<file path="src/rtl/top_module_rca_pkg.sv">
// ============================================================================
// Module   : top_module_rca_pkg
// Brief    : Shared width and result types for the registered ripple adder.
// Revision : 1.0 - initial release
// ============================================================================
`default_nettype none

package top_module_rca_pkg;

  localparam int ADDER_W = 4;

  typedef logic [ADDER_W-1:0] operand_t;

  typedef struct {
    operand_t sum;
    logic     cout;
    logic     ovf;
  } add_result_t;

endpackage

`default_nettype wire

</file>
<file path="src/rtl/top_module_rca_full_adder.sv">
// ============================================================================
// Module   : full_adder
// Brief    : Single-bit full-adder cell, one link of the ripple-carry chain.
// Revision : 1.0 - initial release
// ============================================================================
`default_nettype none

module full_adder (
  input  logic a,
  input  logic b,
  input  logic ci,
  output logic s,
  output logic co
);

  logic w_p;

  assign w_p = a ^ b;
  assign s   = w_p ^ ci;
  assign co  = (a & b) | (ci & w_p);

endmodule

`default_nettype wire

</file>
<file path="src/rtl/top_module_rca.sv">
// ============================================================================
// Module   : top_module_rca
// Brief    : Registered WIDTH-bit ripple-carry adder with carry-in/carry-out.
//            Optional signed-overflow output enabled by TOP_MODULE_RCA_OVF_EN.
// Revision : 1.0 - initial release
// ============================================================================
`default_nettype none

module top_module_rca
  import top_module_rca_pkg::*;
#(
  parameter int WIDTH = ADDER_W
) (
  input  logic             clk,
  input  logic             rst_n,
  input  logic [WIDTH-1:0] a,
  input  logic [WIDTH-1:0] b,
  input  logic             cin,
  output logic [WIDTH-1:0] sum,
  output logic             cout
`ifdef TOP_MODULE_RCA_OVF_EN
  ,
  output logic             ovf
`endif
);

  logic [WIDTH:0]   carry;
  logic [WIDTH-1:0] sum_d;
  logic [WIDTH-1:0] sum_q;
  logic             cout_d;
  logic             cout_q;

  assign carry[0] = cin;

  for (genvar i = 0; i < WIDTH; i++) begin : g_cell
    full_adder u_fa (
      .a  (a[i]),
      .b  (b[i]),
      .ci (carry[i]),
      .s  (sum_d[i]),
      .co (carry[i+1])
    );
  end

  assign cout_d = carry[WIDTH];

  always_ff @(posedge clk) begin
    if (!rst_n) begin
      sum_q  <= '0;
      cout_q <= 1'b0;
    end else begin
      sum_q  <= sum_d;
      cout_q <= cout_d;
    end
  end

  assign sum  = sum_q;
  assign cout = cout_q;

`ifdef TOP_MODULE_RCA_OVF_EN
  // Signed overflow: carry into the MSB differs from carry out of it.
  logic ovf_d;
  logic ovf_q;

  assign ovf_d = carry[WIDTH] ^ carry[WIDTH-1];

  always_ff @(posedge clk) begin
    if (!rst_n) begin
      ovf_q <= 1'b0;
    end else begin
      ovf_q <= ovf_d;
    end
  end

  assign ovf = ovf_q;
`endif

endmodule

`default_nettype wire

</file>
<file path="config.mk">
export PLATFORM = sky130hd
export DESIGN_NAME = top_module_rca
export DESIGN_NICKNAME = d
export VERILOG_FILES = /design/src/rtl/top_module_rca_pkg.sv /design/src/rtl/top_module_rca_full_adder.sv /design/src/rtl/top_module_rca.sv
export SDC_FILE = /design/constraint.sdc
export NUM_CORES = 1
export LEC_CHECK = 0
export BUFFER_PORTS_ARGS = -buffer_cell sky130_fd_sc_hd__buf_4
export CORE_AREA = 2 2 39 41
export CTS_CLUSTER_SIZE = 8
export DETAILED_ROUTE_END_ITERATION = 12
export DIE_AREA = 0 0 41 43
export GPL_ROUTABILITY_DRIVEN = 0
export SLEW_MARGIN = 20
export SYNTH_ARGS = -nofsm -noshare
export SYNTH_HDL_FRONTEND = slang
export SYNTH_SLANG_ARGS = --single-unit
</file>
<file path="constraint.sdc">
create_clock -name clk -period 2.1 [get_ports clk]
set_clock_uncertainty 0.15 [all_clocks]
set_input_delay 0.42 -clock clk [delete_from_list [all_inputs] [get_ports clk]]
set_output_delay 0.42 -clock clk [all_outputs]
set_load 0.01 [all_outputs]
</file>
==> metrics <==
height of the die=about 43 um; CTS tree=done; slew at the pin closest to its max-slew limit=between 0.07 and 0.08 ns; Final setup viols=0; Max Slew Vio Count=0; GR Overflow Total=0; FMAX=a little under 500 MHz; Non-Filler Instances=56; RSZ-0062 raised after global routing=true; global-route wire length before repair=579 um; Static Leak=roughly 0.21 nW; crit path max fanout=1; Final Cycle Share=between 90% and 100%; Syn Inst Count=21; worst rel slew slack=94.8%; Reg clk slew, reported paths=about 0.040 ns; Tot Pwr=287 uW; Avg WL per Cell=7.38 um; Cell Area, Synth=~250 sq um; sequential area share after synthesis=40.4%; post-synthesis net count=36; Yosys top cell by area=dfxtp_1; # IOs=16; largest net degree at the start of global routing=6; CP Launch Type=input pin; Iteration-0 DRC Markers=1; Via density=roughly 3.4; outcome=finished, final reports clean; GRT Total Usage=5.66%; synth top area cells=dfxtp_1 (40%), fa_1 (32%), inv_1 (11%); pwr/cell area=667 mW/mm^2; Final nets=56; htree depth=1; Hold Fails Final Rpt=0; # Max-Cap Violations=0; Crit. End Element=flip-flop; TNS Setup=0 ns; Seq cells post-synth=5; critical path class=input pin to flip-flop; die area=approximately 0.0018 sq mm; CTS buffer count=3; CP Cell Sequence=buf_6 -> inv_4 -> fa_2 -> inv_2 -> fa_2 -> fa_2 -> inv_2 -> fa_1 -> and2b_2; CTS root buf=clkbuf_4; Worst Path Required=between 2 and 2.5 ns; Buffers on Ports=15; Final WS setup=between 0.02 and 0.03 ns; Critical Path AT=~2.1 ns; number of global-route vias before repair=between 150 and 200; Worst path max stage delay=a little under 0.4 ns; Place WS=-0.324 ns; CTS max path bufs=2; Row Count=14; most common cell after layout, fill and taps aside=buf_4; initial antenna violation count=0; Die Wd=between 40 and 50 um; Worst path slowest cell=fa_1; core area=roughly 0.0014 sq mm; HP Class=input pin to flip-flop; crit path time final=2.07 ns; Filler cells=about 160; vias post-DR=190; Cells after DPL=52; initial core utilization=17.9%; top cell type's share of synthesized area=between 40% and 50%; final core utilization=31.1%; Area Growth Syn to Fin=73.7%; clock sink count=5; # DRC=0; Ys Warns=0; mean post-synth cell area=between 10 and 15 sq um; CTS Hold Bufs=0; Pre-antenna DRT Iters=3; layout cells sized above 1=slightly below 80%; commonest cells after routing, fill and taps aside=buf_4 (12), dfxtp_1 (5); synth unique cells=5; final wirelength=between 400 and 500 um; most used cell, CP=fa_2; Post-DRT Antenna Nets=0; Max IR drop VDD=roughly 0.00012 V; ANT cells=0
[power by group]
group	leakage [nW]	internal (mW)	switching [mW]
sequential	0.0417	0.106	0.00268
clock	0.0150	0.0716	0.0363
combinational	0.158	0.0438	0.0265
[final timing paths]
| path | cells past startpoint | slack (ns) | endpoint | startpoint |
|---|---|---|---|---|
| worst max-delay path | 9 | 0.03 | sum[3] | a[0] |
| worst min-delay path | 2 | 0.28 | sum[1] | rst_n |
[metal layers]
layer  up-vias  wire, um  global-route usage, %
li1         93         -                      -
met1        86       123                   5.25
met2        11       241                   7.81
met3         0        48                      0
met4         0         0                   10.0
met5         -         0                      0
[state kept, by name (all words and copies together) (netlist names)]
name and count:
cout 1, sum 4
[per-stage QoR]
| step | area [sq um] | hold slack [ns] |
|---|---|---|
| global route | 430 | 0.274 |
| floorplan | 250 | 0.406 |
| global placement | 383 | 0.520 |
| CTS | 422 | 0.272 |
| detailed placement | 383 | 0.525 |
| finish | 430 | 0.279 |
[Yosys cell counts]
cell     instances
inv_1            7
dfxtp_1          5
and2b_2          3
and2_2           2
fa_1             4
[logic make-up (layout without fill, tap and decap cells)]
| group | after synthesis | in the layout | synth area share, % |
|---|---|---|---|
| buffers and inverters | 7 | 26 | 10.6 |
| flip-flops | 5 | 5 | 40.4 |
| AND/OR/NAND/NOR | 5 | 5 | 16.7 |
| adder cells (fa/ha/maj) | 4 | 4 | 32.3 |
[worst max-delay path, delay by kind of cell]
| family | cells | cell delay, ns |
|---|---|---|
| adders and majority gates | 4 | 1.25 |
| buffers and inverters | 4 | 0.23 |
| and+or+nand+nor | 1 | 0.21 |
[final cells by class]
class                           instances  area (sq um)  area share, %
Clock buffer                            4          26.3           6.10
Inverter                                7          31.3           7.27
Multi-Input combinational cell          9           129           29.9
Sequential cell                         5           100           23.3
Tap cell                               16          20.0           4.65
Timing Repair Buffer                   15           124           28.8
[what timing repair did]
item	in CTS	in global routing
setup buffers	0	0
gates resized for setup	9	3
cloned	0	0
endpoints found under the setup margin	1	1
endpoints found under the hold margin	0	0
Power figures use the tool's default switching activity.
